`src/rtl/ula_pkg.sv`:
```
// Shared types for the multi-cycle ULA: opcode encoding, FSM states and the
// helper that tells which opcodes need the iterative unit.
package ula_pkg;

   typedef enum logic [3:0] {
      ADD  = 4'd0,
      SUB  = 4'd1,
      AND  = 4'd2,
      OR   = 4'd3,
      XOR  = 4'd4,
      SLT  = 4'd5,
      SLTU = 4'd6,
      SLL  = 4'd7,
      SRL  = 4'd8,
      SRA  = 4'd9,
      MUL  = 4'd10,
      DIVU = 4'd11,
      REMU = 4'd12
   } ula_op_t;

   typedef enum logic [1:0] {
      IDLE = 2'd0,
      EXEC = 2'd1,
      DONE = 2'd2
   } state_t;

   function automatic logic is_multicycle(input ula_op_t op);
      return (op == MUL) || (op == DIVU) || (op == REMU);
   endfunction

endpackage

```
`src/rtl/ula_mc_iter.sv`:
```
// Iterative shift-add multiplier and restoring divider sharing one WIDTH+1 bit
// adder. One bit per cycle; done/result show the outcome of the final step.
module ula_mc_iter
   import ula_pkg::*;
#(
   parameter int WIDTH = 32
) (
   input  logic             clk,
   input  logic             rst_n,
   input  logic             start,
   input  ula_op_t          op,
   input  logic [WIDTH-1:0] a,
   input  logic [WIDTH-1:0] b,
   output logic             done,
   output logic [WIDTH-1:0] result
);

   localparam int CNT_W = $clog2(WIDTH) + 1;

   ula_op_t          op_r;
   logic             busy;
   logic [CNT_W-1:0] cnt;
   logic [WIDTH-1:0] acc;   // partial product, or partial remainder
   logic [WIDTH-1:0] breg;  // shifting multiplicand, or divisor
   logic [WIDTH-1:0] qm;    // shifting multiplier, or dividend/quotient

   logic             is_mul;
   logic [WIDTH:0]   rem_sh;
   logic [WIDTH:0]   add_x;
   logic [WIDTH:0]   add_y;
   logic [WIDTH:0]   sum;
   logic             fits;
   logic [WIDTH-1:0] acc_next;
   logic [WIDTH-1:0] qm_div_next;

   assign is_mul = (op_r == MUL);
   assign rem_sh = {acc, qm[WIDTH-1]};

   // Divide uses x + ~y + 1 on the same adder that accumulates the product.
   assign add_x = is_mul ? {1'b0, acc} : rem_sh;
   assign add_y = is_mul ? {1'b0, (qm[0] ? breg : {WIDTH{1'b0}})} : ~{1'b0, breg};
   assign sum   = add_x + add_y + {{WIDTH{1'b0}}, ~is_mul};

   // sum[WIDTH] set means the trial subtraction went negative: restore.
   assign fits        = ~sum[WIDTH];
   assign acc_next    = (is_mul || fits) ? sum[WIDTH-1:0] : rem_sh[WIDTH-1:0];
   assign qm_div_next = {qm[WIDTH-2:0], fits};

   assign done   = busy && (cnt == CNT_W'(WIDTH - 1));
   assign result = (op_r == DIVU) ? qm_div_next : acc_next;

   always_ff @(posedge clk or negedge rst_n) begin
      if (!rst_n) begin
         op_r <= ADD;
         busy <= 1'b0;
         cnt  <= '0;
         acc  <= '0;
         breg <= '0;
         qm   <= '0;
      end else if (start) begin
         op_r <= op;
         busy <= 1'b1;
         cnt  <= '0;
         acc  <= '0;
         breg <= (op == MUL) ? a : b;
         qm   <= (op == MUL) ? b : a;
      end else if (busy) begin
         acc  <= acc_next;
         cnt  <= cnt + 1'b1;
         if (is_mul) begin
            breg <= breg << 1;
            qm   <= qm >> 1;
         end else begin
            qm   <= qm_div_next;
         end
         if (done) busy <= 1'b0;
      end
   end

endmodule

```
`src/rtl/ula_mc.sv`:
```
// Multi-cycle ULA: control FSM, single-cycle combinational ops and registered
// result/flags behind valid/ready handshakes on both sides.
module ula_mc
   import ula_pkg::*;
#(
   parameter int WIDTH = 32
) (
   input  logic             clk,
   input  logic             rst_n,
   input  logic             in_valid,
   output logic             in_ready,
   input  logic [WIDTH-1:0] SrcA,
   input  logic [WIDTH-1:0] SrcB,
   input  logic [3:0]       ULAcontrol,
   output logic             out_valid,
   input  logic             out_ready,
   output logic [WIDTH-1:0] ULAresult,
   output logic             Z,
   output logic             V,
   output logic             DZ,
   output state_t           fsm_state
);

   // Handshake: a transfer happens on a rising edge where valid && ready;
   // valid never drops and data never changes until that transfer.

   localparam int SH_W = $clog2(WIDTH);

   ula_op_t          op;
   logic             accept;
   logic             div_zero;
   logic             iter_start;
   logic             iter_done;
   logic [WIDTH-1:0] iter_result;
   logic [WIDTH-1:0] add_b;
   logic [WIDTH-1:0] add_res;
   logic [SH_W-1:0]  shamt;
   logic [WIDTH-1:0] alu_res;
   logic             alu_v;
   state_t           state;

   assign op         = ula_op_t'(ULAcontrol);
   assign accept     = in_valid && in_ready;
   assign div_zero   = (op == DIVU || op == REMU) && (SrcB == '0);
   assign iter_start = (state == IDLE) && accept && is_multicycle(op) && !div_zero;
   assign shamt      = SrcB[SH_W-1:0];

   assign add_b   = (op == SUB) ? ~SrcB : SrcB;
   assign add_res = SrcA + add_b + {{(WIDTH-1){1'b0}}, (op == SUB)};

   always_comb begin
      alu_res = '0;
      alu_v   = 1'b0;
      case (op)
         ADD, SUB: begin
            alu_res = add_res;
            alu_v   = (SrcA[WIDTH-1] == add_b[WIDTH-1]) && (add_res[WIDTH-1] != SrcA[WIDTH-1]);
         end
         AND:  alu_res = SrcA & SrcB;
         OR:   alu_res = SrcA | SrcB;
         XOR:  alu_res = SrcA ^ SrcB;
         SLT:  alu_res = {{(WIDTH-1){1'b0}}, ($signed(SrcA) < $signed(SrcB))};
         SLTU: alu_res = {{(WIDTH-1){1'b0}}, (SrcA < SrcB)};
         SLL:  alu_res = SrcA << shamt;
         SRL:  alu_res = SrcA >> shamt;
         SRA:  alu_res = WIDTH'($signed(SrcA) >>> shamt);
         default: alu_res = '0;
      endcase
   end

   ula_mc_iter #(.WIDTH(WIDTH)) u_iter (
      .clk    (clk),
      .rst_n  (rst_n),
      .start  (iter_start),
      .op     (op),
      .a      (SrcA),
      .b      (SrcB),
      .done   (iter_done),
      .result (iter_result)
   );

   always_ff @(posedge clk or negedge rst_n) begin
      if (!rst_n) begin
         state     <= IDLE;
         in_ready  <= 1'b1;
         out_valid <= 1'b0;
         ULAresult <= '0;
         V         <= 1'b0;
         DZ        <= 1'b0;
      end else begin
         case (state)
            IDLE: begin
               if (accept) begin
                  in_ready <= 1'b0;
                  if (div_zero) begin
                     ULAresult <= (op == DIVU) ? {WIDTH{1'b1}} : SrcA;
                     V         <= 1'b0;
                     DZ        <= 1'b1;
                     out_valid <= 1'b1;
                     state     <= DONE;
                  end else if (is_multicycle(op)) begin
                     state     <= EXEC;
                  end else begin
                     ULAresult <= alu_res;
                     V         <= alu_v;
                     DZ        <= 1'b0;
                     out_valid <= 1'b1;
                     state     <= DONE;
                  end
               end
            end
            EXEC: begin
               if (iter_done) begin
                  ULAresult <= iter_result;
                  V         <= 1'b0;
                  DZ        <= 1'b0;
                  out_valid <= 1'b1;
                  state     <= DONE;
               end
            end
            DONE: begin
               if (out_ready) begin
                  out_valid <= 1'b0;
                  in_ready  <= 1'b1;
                  state     <= IDLE;
               end
            end
            default: begin
               state     <= IDLE;
               in_ready  <= 1'b1;
               out_valid <= 1'b0;
            end
         endcase
      end
   end

   assign Z         = (ULAresult == '0);
   assign fsm_state = state;

endmodule

```
`config.mk`:
```
export PLATFORM = sky130hd
export DESIGN_NAME = ula_mc
export DESIGN_NICKNAME = d
export VERILOG_FILES = /design/src/rtl/ula_pkg.sv /design/src/rtl/ula_mc_iter.sv /design/src/rtl/ula_mc.sv
export SDC_FILE = /design/constraint.sdc
export NUM_CORES = 1
export LEC_CHECK = 0
export ABC_AREA = 1
export BUFFER_PORTS_ARGS = -buffer_cell sky130_fd_sc_hd__buf_4
export CORE_MARGIN = 1
export CORE_UTILIZATION = 25
export DETAILED_ROUTE_END_ITERATION = 16
export PLACE_DENSITY = 0.43
export SYNTH_ARGS = -nofsm -noshare
export SYNTH_HDL_FRONTEND = slang
export SYNTH_HIERARCHICAL = 1
export SYNTH_SLANG_ARGS = --single-unit
```
`constraint.sdc`:
```
create_clock -name clk -period 5.6 [get_ports clk]
set_input_delay 0.56 -clock clk [delete_from_list [all_inputs] [get_ports clk]]
set_output_delay 0.56 -clock clk [all_outputs]
set_load 0.02 [all_outputs]
```
==> impl_metrics.csv <==
group,metric,value,unit
drt,drt_drc_violations_left,0,
drt,wl_per_cell,23.3,microns
sta,fin_hold_ws,177,ps
setup_path,reg2reg_depth,24,
placement,gp_congestion,0.995,
global_route,grt_pass1_vias,23200,
logic_synthesis,seq_area_frac_synth,0.174,
pwr,power,12.7,mW
logic_synthesis,synth_top_flop_cell,"dfrtp_1",
drt,wl,109000,microns
floorplan,dieHeight,290,microns
clock_tree,cts.hold.buffers_added,0,
clock_tree,clk_path_buf_depth,2,
placement,io_buffer_count,110,
logic_synthesis,yosys_warnings,6,
floorplan,core_area,82200,sq um
sta,report.final.slew_viol_count,0,
sta,final.period_utilization,0.813,
floorplan,io_pins,111,
setup_path,worstSetupPathType,"flop to flop",
setup_path,end_kind,"flop",
clock_tree,clk-insertion-delay-late,450,ps
sta,fmax,220,MHz
sta,slew_headroom,0.297,
clock_tree,clock-sinks,145,
logic_synthesis,ys_types,60,
logic_synthesis,synth_area,20800,sq um
floorplan,placementRows,105,
pwr,leakage,11.7,nW
sta,setup_tns,0,ps
logic_synthesis,syn_nets,3818,
clock_tree,ctsRootBufferMaster,"clkbuf_16",
cells_and_area,drive_gt1_frac,0.0830,
drt,avgViaCountPerCell,5.19,
drt,ant_nets,0,
cells_and_area,fillers,9559,
cells_and_area,nets,3810,
logic_synthesis,avgSynthCellArea,5.80,sq um
placement,dp_cells,4627,
cells_and_area,layout.cells.non_filler,4660,
setup_path,critPathMaxFanout,32,
global_route,grt_pass1_wl,158000,microns
pwr,pwr-share-clk,0.093,
sta,finalWorstPathRequiredPeriod,4550,ps
clock_tree,cts_tree,"yes",
drt,drt-pass1-iter-count,7,
clock_tree,clk_pin_slew,80,ps
run,maxCapViolCount,0,
clock_tree,cts_buffers,17,
global_route,antenna_found_initial,3,
setup_path,critPathLaunchType,"flop",
drt,vias,24200,
sta,worstMarginPinSlew,1040,ps
pwr,share_seq_of_total_power,0.178,
pwr,power_switching,7.51,mW
floorplan,die_area,84400,sq um
sta,clock_skew,14.3,ps
outcome,status,"finished, final reports clean",
setup_path,r2r_setup_slack,1050,ps
floorplan,die_w,290,microns
cells_and_area,syn_to_final_growth,10.5,%
sta,finalSetupViolCount,0,
drt,drt_iter0_drc,2472,
placement,dp_hpwl,84900,microns
global_route,grt_max_degree,82,
clock_tree,postCtsSetupBuffers,0,
setup_path,reg2reg_from,"u_iter/op_r[2]",
setup_path,required,5930,ps
logic_synthesis,ys_async_sr_fraction,1.00,
global_route,overflow,0,
setup_path,r2r_end,"ULAresult[16]",
sta,hold_violations,0,
logic_synthesis,synth_edf_count,0,
min_path,hp-class,"input port to asynchronous set/reset pin",
floorplan,start_util,0.253,
global_route,track_usage,0.252,
pwr,switching_share,0.592,
sta,grt_setup_unrepaired,"no",
clock_tree,htree_levels,4,
setup_path,arrival,4890,ps
pwr,p_int,5.17,mW
clock_tree,ctsResizeCount,0,
logic_synthesis,syn_inst,3584,
logic_synthesis,synth_seq_cells,145,
pwr,power_density,552,nW/um^2
pwr,ir_drop,313,uV
pwr,combPwrFrac,0.729,
==> layer usage <==
metal	GRT usage	vias up	wire length, microns	share of wire
met5	0	-	16	0.00015
met4	0.114	2	5190	0.048
met3	0.0265	182	5900	0.054
met2	0.414	845	50100	0.46
met1	0.331	11500	47400	0.44
li1	-	11700	-	-
==> synth_stat cells, types with 14 or more instances <==
cell type | count | area, sq um
xor2_1 | 36 | 315
dfrtp_1 | 144 | 3600
a21oi_1 | 215 | 1080
nand3_1 | 366 | 1830
nand3b_1 | 14 | 105
nor3_1 | 29 | 145
o211ai_1 | 42 | 315
buf_2 | 49 | 245
a211oi_1 | 14 | 105
clkbuf_1 | 72 | 270
o21ai_1 | 36 | 180
inv_1 | 377 | 1420
a31oi_1 | 20 | 125
nor4_1 | 16 | 100
nand4_1 | 19 | 119
nand2_1 | 1132 | 4250
ha_1 | 159 | 1990
nor2_1 | 310 | 1160
o221ai_1 | 14 | 123
o21ai_0 | 266 | 1330
nand3_2 | 33 | 330
inv_2 | 23 | 86.3
buf_1 | 31 | 116
==> kinds of logic (layout without fill, tap and decap cells) <==
family / count (synthesis) / in the layout / synth area share
buf+inv: 583 / 588 / 0.118
compound gates: 675 / 675 / 0.183
mux: 2 / 2 / 0.000962
other cells: 0 / 1 / 0
xor+xnor: 49 / 49 / 0.0206
fa+ha+maj: 162 / 162 / 0.0985
simple gates: 1968 / 1968 / 0.405
flops: 145 / 145 / 0.174
==> sequential cells by signal (all words and copies together) (netlist names) <==
signal and cells:
ULAresult 32, u_iter/acc 32, u_iter/breg 32, u_iter/qm 32, u_iter/cnt 6, u_iter/op_r 4
fsm_state 2, DZ 1, V 1, in_ready 1, out_valid 1, u_iter/busy 1
==> power groups by stage <==
stage / sequential [mW] / clock [mW] / combinational, mW
3_5_place_dp: 2.26 / 0 / 9.14
6_report: 2.26 / 1.18 / 9.24
5_1_grt: 2.31 / 1.24 / 10.4
4_1_cts: 2.25 / 1.21 / 9.20
3_3_place_gp: 2.27 / 0 / 9.20
2_1_floorplan: 2.11 / 0 / 6.54
==> layout make-up <==
class                           count  area (sq um)  share of cell area
Antenna cell                        1          2.50            0.000109
Clock buffer                       18           439              0.0191
Clock inverter                     14           143             0.00620
Inverter                          407          1530              0.0667
Multi-Input combinational cell   2856         14800               0.642
Sequential cell                   145          3630               0.158
Tap cell                         1070          1340              0.0582
Timing Repair Buffer              149          1150              0.0499
==> worst max path at each step <==
stage / startpoint / slack (ps) / endpoint
final: u_iter/op_r[2] / 1050 / ULAresult[16]
after global routing: u_iter/op_r[2] / 660 / ULAresult[15]
after CTS: u_iter/op_r[2] / 1080 / ULAresult[16]
after detailed placement: u_iter/op_r[2] / 1110 / ULAresult[31]
after global placement: u_iter/op_r[2] / 1190 / ULAresult[31]
after floorplan: u_iter/op_r[2] / 1800 / ULAresult[19]
==> cell usage in the layout (no fill, tap or decap), types with 9 or more instances in the layout <==
cell type | netlist | routed
a31oi_1 | 20 | 20
o21bai_1 | 10 | 10
ha_1 | 159 | 159
o211ai_1 | 42 | 42
or2_2 | 9 | 9
inv_1 | 377 | 376
o221ai_1 | 14 | 14
nand4_1 | 19 | 19
nand3_1 | 366 | 365
nand3b_1 | 14 | 14
o21ai_0 | 266 | 266
nand2_1 | 1132 | 1130
buf_4 | 7 | 146
o21ai_1 | 36 | 36
dfrtp_1 | 144 | 144
a211oi_1 | 14 | 14
o21a_1 | 13 | 13
nand3_2 | 33 | 33
xnor2_1 | 13 | 13
clkbuf_16 | 0 | 17
nor4_1 | 16 | 16
nand2_2 | 12 | 14
nor2_1 | 310 | 308
nor3_1 | 29 | 29
xor2_1 | 36 | 36
a221oi_1 | 9 | 9
inv_2 | 23 | 25
a21oi_1 | 215 | 215
==> critical path, cell delays in order, from the launching register on <==
cell	delay [ps]
dfrtp_1	380
nor2_1	230
nand3_4	240
inv_2	490
o21ai_0	220
fa_1	510
fa_1	480
inv_1	100
nand2_1	50
nand2_1	70
nand3_1	80
nand2_2	110
nand2_2	70
nand2_4	80
nand2_4	70
nand2_4	70
nand2_2	70
nand2_4	460
nand3_2	130
nand3_1	130
nand2_1	50
nor2_1	90
nor2_1	60
o21ai_1	100
nand2_1	70
==> stage by stage <==
step | utilization | setup WS, ps | instance area, sq um
2_1_floorplan | - | 1800 | 20800
3_3_place_gp | 0.272 | 1190 | 22400
3_5_place_dp | 0.272 | 1110 | 22400
4_1_cts | 0.280 | 1080 | 23000
5_1_grt | 0.280 | 657 | 23000
6_report | 0.280 | 1050 | 23000
Note: power is estimated with default switching activity, not from simulation.
